**config.mk**
```make
export PLATFORM = sky130hd
export DESIGN_NAME = taint_event_monitor
export DESIGN_NICKNAME = d
export VERILOG_FILES = /design/src/rtl/taint_event_monitor.sv
export SDC_FILE = /design/constraint.sdc
export NUM_CORES = 1
export LEC_CHECK = 0
export BUFFER_PORTS_ARGS = -buffer_cell sky130_fd_sc_hd__buf_2
export CORE_UTILIZATION = 45
export DETAILED_ROUTE_END_ITERATION = 12
export SYNTH_ARGS = -nofsm -noshare
export SYNTH_HDL_FRONTEND = slang
export SYNTH_SLANG_ARGS = --single-unit
```
**constraint.sdc**
```tcl
create_clock -name clk -period 19.2 [get_ports clk]
set_input_delay 3.84 -clock clk [delete_from_list [all_inputs] [get_ports clk]]
set_output_delay 3.84 -clock clk [all_outputs]
set_load 0.02 [all_outputs]
```
**src/rtl/taint_event_monitor.sv**
```systemverilog
// Taint event monitor: records sig/sig_t change events, with timestamps, into a FIFO.
// Optional build macro TAINT_NEW_LABEL_FILTER_EN limits RUN captures to newly appearing labels.
module taint_event_monitor #(
  parameter int unsigned DEPTH = 8,
  parameter int unsigned TW    = 32
) (
  input  logic                     clk,
  input  logic                     rst,
  input  logic                     sig,
  input  logic [TW-1:0]            sig_t,
  input  logic                     arm,
  output logic                     evt_valid,
  input  logic                     evt_ready,
  output logic                     evt_data,
  output logic [TW-1:0]            evt_taint,
  output logic [15:0]              evt_time,
  output logic                     overflow,
  output logic [$clog2(DEPTH):0]   count
);

  localparam int unsigned AW = $clog2(DEPTH);
  localparam int unsigned EW = 1 + TW + 16;
  localparam logic [AW:0] FullCnt = (AW+1)'(DEPTH);

  localparam logic [1:0] StIdle  = 2'd0;
  localparam logic [1:0] StPrime = 2'd1;
  localparam logic [1:0] StRun   = 2'd2;

  logic [1:0]    state_q, state_d;
  logic [15:0]   ts_q, ts_d;
  logic          prev_sig_q;
  logic [TW-1:0] prev_t_q;
  logic          ovf_q, ovf_d;
  logic [AW-1:0] wr_ptr_q, rd_ptr_q;
  logic [AW:0]   cnt_q, cnt_d;
  logic [EW-1:0] mem_q [DEPTH];

  logic arm_start, capture, change, push, pop, full, accept, drop;

  assign arm_start = (state_q == StIdle) && arm;
  // Dropping arm in PRIME/RUN leaves the cycle without a capture.
  assign capture   = (state_q != StIdle) && arm;

`ifdef TAINT_NEW_LABEL_FILTER_EN
  assign change = |(sig_t & ~prev_t_q);
`else
  assign change = (sig != prev_sig_q) || (sig_t != prev_t_q);
`endif

  assign push   = capture && ((state_q == StPrime) || change);
  assign pop    = evt_valid && evt_ready;
  assign full   = (cnt_q == FullCnt);
  // A pop frees the slot in the same cycle, so a full FIFO still accepts.
  assign accept = push && (!full || pop);
  assign drop   = push && full && !pop;

  always_comb begin
    state_d = state_q;
    case (state_q)
      StIdle:         if (arm) state_d = StPrime;
      StPrime, StRun: state_d = arm ? StRun : StIdle;
      default:        state_d = StIdle;
    endcase
  end

  always_comb begin
    ts_d = ts_q;
    if (arm_start) begin
      ts_d = '0;
    end else if (capture && (ts_q != 16'hFFFF)) begin
      ts_d = ts_q + 16'd1;
    end
  end

  always_comb begin
    ovf_d = ovf_q;
    if (arm_start) begin
      ovf_d = 1'b0;
    end else if (drop) begin
      ovf_d = 1'b1;
    end
  end

  always_comb begin
    cnt_d = cnt_q;
    case ({accept, pop})
      2'b10:   cnt_d = cnt_q + (AW+1)'(1);
      2'b01:   cnt_d = cnt_q - (AW+1)'(1);
      default: cnt_d = cnt_q;
    endcase
  end

  always_ff @(posedge clk or posedge rst) begin
    if (rst) begin
      state_q    <= StIdle;
      ts_q       <= '0;
      prev_sig_q <= 1'b0;
      prev_t_q   <= '0;
      ovf_q      <= 1'b0;
      cnt_q      <= '0;
      wr_ptr_q   <= '0;
      rd_ptr_q   <= '0;
    end else begin
      state_q <= state_d;
      ts_q    <= ts_d;
      ovf_q   <= ovf_d;
      cnt_q   <= cnt_d;
      if (capture) begin
        prev_sig_q <= sig;
        prev_t_q   <= sig_t;
      end
      // DEPTH is a power of two, so pointers wrap by natural overflow.
      if (accept) wr_ptr_q <= wr_ptr_q + AW'(1);
      if (pop)    rd_ptr_q <= rd_ptr_q + AW'(1);
    end
  end

  always_ff @(posedge clk or posedge rst) begin
    if (rst) begin
      for (int unsigned i = 0; i < DEPTH; i++) mem_q[i] <= '0;
    end else if (accept) begin
      mem_q[wr_ptr_q] <= {sig, sig_t, ts_q};
    end
  end

  assign evt_valid = (cnt_q != '0);
  assign overflow  = ovf_q;
  assign count     = cnt_q;

  always_comb begin
    {evt_data, evt_taint, evt_time} = '0;
    if (evt_valid) {evt_data, evt_taint, evt_time} = mem_q[rd_ptr_q];
  end

endmodule

```
==> results of run 1 <==
## cell usage after synthesis (5+ instances only)
cell / n
nand2_1: 166
buf_1: 27
nand3_1: 13
dfrtp_1: 454
nand4_1: 17
inv_1: 7
buf_2: 38
mux2i_1: 49
xnor2_1: 39
nor2b_1: 50
mux4_2: 98
clkbuf_1: 71
o21ai_0: 11
o2bb2ai_1: 197
buf_6: 6
a21oi_1: 5
ha_1: 8
xor2_1: 10
nor3_1: 9
nor2_1: 70
a22o_1: 196
## cell usage in the layout, fill, tap and decap left out, drive strengths merged, types with 3 or more instances in the layout
| master | count |
|---|---|
| a21oi | 5 |
| a22o | 196 |
| a31oi | 3 |
| and2 | 4 |
| and3 | 3 |
| buf | 125 |
| bufinv | 5 |
| clkbuf | 69 |
| clkinv | 13 |
| dfrtp | 454 |
| ha | 8 |
| inv | 9 |
| mux2 | 4 |
| mux2i | 49 |
| mux4 | 98 |
| nand2 | 166 |
| nand2b | 4 |
| nand3 | 13 |
| nand4 | 17 |
| nor2 | 70 |
| nor2b | 50 |
| nor3 | 9 |
| nor4 | 4 |
| o21ai | 11 |
| o2bb2ai | 197 |
| or4 | 4 |
| xnor2 | 39 |
| xor2 | 10 |
## metrics by stage
step	instances	setup WS [ps]	total power, W
3_3_place_gp	2151	12090	0.00303
5_1_grt	2241	11750	0.00424
3_5_place_dp	2151	12000	0.00306
6_report	2242	11960	0.00403
2_1_floorplan	1577	2700	0.00258
4_1_cts	2241	11850	0.00405
## area by class of cell
type	instances	area [sq um]	area share [%]
Timing Repair Buffer	125	723	3.14
Tap cell	592	741	3.22
Multi-Input combinational cell	973	8490	36.9
Clock inverter	21	240	1.04
Inverter	7	33.8	0.147
Sequential cell	454	11400	49.4
Clock buffer	69	1420	6.17
Antenna cell	1	2.50	0.0109
## registers in the layout, summed over array words and instances, names as in the netlist
name / flops
ts_q: 16
state_q: 2
prev_t_q: 32
overflow: 1
rd_ptr_q: 3
mem_q: 392
prev_sig_q: 1
wr_ptr_q: 3
count: 4
## path summary, 6_finish.rpt
path	end	cells after the start
worst min-delay path	mem_q[56]$_DFFE_PP0P_	1
worst max-delay path	evt_taint[9]	5
min in group asynchronous	mem_q[339]$_DFFE_PP0P_	2
worst min register to register	mem_q[56]$_DFFE_PP0P_	1
worst max register to register	mem_q[271]$_DFFE_PP0P_	7
max in group asynchronous	mem_q[14]$_DFFE_PP0P_	3
## cell families after synthesis
| family | share of synthesized area, % |
|---|---|
| simple gates | 7.61 |
| buf+inv | 3.22 |
| compound gates | 17.6 |
| flops | 55.6 |
| mux | 13.4 |
| fa+ha+maj | 0.490 |
| xor+xnor | 2.10 |
## power breakdown
group	leakage [nW]	total, W	switching [W]	internal (W)
Combinational	3.55	0.00150	0.000815	0.000681
Sequential	5.90	0.00155	0.000264	0.00129
Clock	0.830	0.000978	0.000396	0.000582
Total	10.3	0.00403	0.00147	0.00255
## metal layers
layer / track usage, % / part of all wire [%] / up-vias
met3: 4.91 / 7.9 / 111
li1: - / - / 6018
met4: 8.01 / 2.3 / 6
met2: 41.0 / 47 / 559
met1: 37.7 / 43 / 7461
met5: 0 / 0.057 / -
==> impl_metrics.ini, run 1 <==
[clock_network]
cts_setup_buffers = 0
root_buffer = clkbuf_16
cts.sinks = 454
htreeDepth = 2
clk_pin_slew_worst_paths_ps = 60
cts_resized = 0
clock_latency_ps = 600
cts_tree = yes
hold_buffers = 0
cts_buffer_depth = 3
numCtsBuffers = 48

[floorplanning]
rows = 77
coreArea_sq_um = 44500
ios = 92
die_w_um = 215
die_area_sq_um = 46300
die_h_um = 215
floorplan.initialDensity_pct = 45.9

[placement]
numPortBuffers = 91
dp_hpwl_mm = 33.8
dpl-instance-area_sq_um = 21400
gp_congestion = 0.788

[setup_path]
worstPathMaxFanout = 37
crit_chain = buf_4 -> mux4_2 -> mux2i_1 -> nor2_1 -> buf_2
cp_num_buf_inv = 2
cp_slowest_cell = dfrtp_4
crit_start = rd_ptr_q[0]$_DFFE_PP0P_
worstSetupStartpointType = register
arrival_ps = 3400
worstPathRequired_ps = 15360
r2r_setup_slack_ps = 15310
cp_top_family = buffers and inverters
critPathMaxStageDelay_ps = 840
worstSetupPathType = reg -> out
end_kind = output pin
r2r_start = state_q[0]$_DFFE_PP0P_

[timing]
slew_violations = 0
rsz0062_at_grt = false
fin_crit_ps = 7240
hold_slack_ps = 480
relSlewSlack_pct = 20.7
fin_setup_tns_ps = 0
post-route-period-util_pct = 37.7
setup_viol = 0
finalHoldViolCount = 0
max_freq_mhz = 138
fin_worst_skew_ps = 24.3
worstMarginPinSlew_ps = 1180

[detailed_routing]
drt_wl_total_mm = 59.9
drc = 0
vias = 14155
ant_nets = 0
drt_iter0_drc = 1084
wire_per_inst_um = 26.7
via_per_inst = 6.31
drt-pass1-iter-count = 5

[global_route]
grt-ovfl-total = 0
grt_pass1_wl_mm = 92.9
grt_use_total_pct = 26.4
grt_max_degree = 174
grt_pass1_vias = 14821
antenna_found_initial = 3

[logic_synthesis]
ys_ff_latch = 454
synth_edf_count = 0
synth_cells = 1577
synth-async-reset-ratio_pct = 100
post-synth-top-area-cell = dfrtp_1
synth_seq_area_share_pct = 55.6
avgSynthCellArea_sq_um = 13.0
synth_cell_types = 38
syn-num-nets = 1622
synthTopCellsByArea = dfrtp_1, mux4_2, o2bb2ai_1, a22o_1, nand2_1
synth_ff_type = dfrtp_1
synth_top_area_share_pct = 55.6
synth.cell_area_sq_um = 20400
synth_warnings = 0

[pwr]
p_per_area_nw_per_um2 = 175
ir_drop_mv = 0.108
leakage_nw = 10.3

[finish]
design_area_sq_um = 23000
post-route-util_pct = 51.7
drive_gt1_share_pct = 20.1
nNetsFinal = 1654
area_delta_synth_final_pct = 12.6
nFillCells = 3887

[min_path]
holdCritStartpoint = mem_q[56]$_DFFE_PP0P_
hold_path.class = reg -> reg

[job]
drv_cap = 0

[run_status]
outcome = complete, no violations
(Power assumes the default switching activity.)
==> run 2, diff against run 1 <==
==> constraint.sdc (replaced) <==
create_clock -name clk -period 7.45 [get_ports clk]
set_input_delay 1.49 -clock clk [delete_from_list [all_inputs] [get_ports clk]]
set_output_delay 1.49 -clock clk [all_outputs]
set_load 0.02 [all_outputs]
==> run 2 against run 1 <==
Effect of this change: combinational power increased to 2.5 times the previous value; power grew to 2.5 times the previous value; sequential power increased to 2.6 times the previous value.
==> impl_metrics.ini, run 2 (same netlist as run 1, synthesis figures left out) <==
[run_status]
outcome = complete, no violations

[timing]
fin_setup_tns_ps = 0
post-route-period-util_pct = 64.4
fin_crit_ps = 4800
max_freq_mhz = 208
worstMarginPinSlew_ps = 1140
rsz0062_at_grt = false
hold_slack_ps = 483
finalHoldViolCount = 0
fin_worst_skew_ps = 9.06
slew_violations = 0
relSlewSlack_pct = 23.2
setup_viol = 0

[floorplanning]
die_h_um = 215
ios = 92
die_area_sq_um = 46300
die_w_um = 215
floorplan.initialDensity_pct = 45.9
coreArea_sq_um = 44500
rows = 77

[finish]
area_delta_synth_final_pct = 12.3
layout_common_cells = dfrtp_1, o2bb2ai_1, a22o_1
drive_gt1_share_pct = 19.9
largest_register_ff_count = 392
post-route-util_pct = 51.6
fin_cells = 2237
final_common_cell = dfrtp_1
regMostFlops = mem_q
reg_top3 = mem_q: 392 flops, prev_t_q: 32 flops, ts_q: 16 flops
nNetsFinal = 1654
antennaDiodeCount = 0

[detailed_routing]
ant_nets = 0
drc = 0
drt_iter0_drc = 1337
drt_wl_total_mm = 58.4
vias = 14074
via_per_inst = 6.29
drt-pass1-iter-count = 5
wire_per_inst_um = 26.1

[placement]
placed_cells = 2151
numPortBuffers = 91
gp_congestion = 0.793
dp_hpwl_mm = 33.2

[setup_path]
r2r-end = mem_q[175]$_DFFE_PP0P_
arrival_ps = 3310
worstPathMaxFanout = 59
worstPathRequired_ps = 5960
end_kind = output pin
r2r_setup_slack_ps = 3840
worstSetupStartpointType = register
worstSetupPathType = reg -> out
reg2regPathDepth = 8
r2r_start = state_q[0]$_DFFE_PP0P_

[clock_network]
cts_resized = 0
clock_latency_ps = 580
hold_buffers = 0
numCtsBuffers = 48
htreeDepth = 2
cts_tree = yes
clk_pin_slew_worst_paths_ps = 60
root_buffer = clkbuf_16
cts_setup_buffers = 0
cts.sinks = 454
cts_buffer_depth = 3

[global_route]
grt_use_total_pct = 25.8
grt-ovfl-total = 0
grt_pass1_vias = 14657
grt_max_degree = 136
grt_pass1_wl_mm = 91.5
antenna_found_initial = 2

[job]
drv_cap = 0

[min_path]
hold-path-endpoint = mem_q[86]$_DFFE_PP0P_
worst_hold_path.num_cells = 1
holdCritStartpoint = mem_q[86]$_DFFE_PP0P_
hold_path.class = reg -> reg

[pwr]
ir_drop_mv = 0.279
p_per_area_nw_per_um2 = 445
leakage_nw = 10.3
==> run 2: changes by cell type in the layout (fill, tap and decap cells not counted), sizes merged <==
| cell | delta |
|---|---|
| clkbuf | +2 |
| bufinv | -3 |
| diode | -1 |
| inv | -3 |
==> run 2: layout make-up <==
class | instances | area (sq um)
fillers | 3796 | 21600
flip-flops and latches | 454 | 11400
multi-input cells | 973 | 8500
clock buffers | 71 | 1450
well taps | 592 | 741
repair buffers | 125 | 736
clock inverters | 15 | 125
inverters | 7 | 30.0
==> run 2: critical path, stage by stage (launching register included) <==
cell and delay (ps):
dfrtp_4 1040, buf_12 490, mux4_2 580, mux2i_1 310, nor2_1 80, buf_2 170
==> run 2: worst max path at each step <==
stage / startpoint / endpoint / depth (start not counted) / slack, ps
after global placement: sig_t[6] / mem_q[180]$_DFFE_PP0P_ / 8 / 2910
after CTS: rd_ptr_q[0]$_DFFE_PP0P_ / evt_time[15] / 5 / 2530
final: rd_ptr_q[0]$_DFFE_PP0P_ / evt_time[15] / 5 / 2650
after global routing: rd_ptr_q[0]$_DFFE_PP0P_ / evt_time[15] / 5 / 2420
after floorplan: rst / count[0]$_DFFE_PP0P_ / 1 / -180
after detailed placement: sig_t[6] / mem_q[171]$_DFFE_PP0P_ / 8 / 2850
==> run 2: metrics by stage <==
step           area (sq um)  setup slack (ps)  total power [W]
4_1_cts               23000              2530           0.0103
3_5_place_dp          21400              2850          0.00787
3_3_place_gp          21400              2910          0.00778
5_1_grt               23000              2420           0.0108
2_1_floorplan         20500              -181          0.00666
6_report              23000              2650           0.0102
==> run 2: power by group <==
group,internal [W],switching [W]
Sequential,0.00332,0.000706
Clock,0.00141,0.000986
Combinational,0.00176,0.00205
Total,0.00648,0.00374
==> run 2: routing by layer <==
metal	vias to the layer above	part of all wire, %	GRT usage, %
met2	456	46	39.3
li1	6014	-	-
met4	4	2.6	8.42
met3	111	5.4	4.06
met5	-	0.039	0
met1	7489	46	37.8
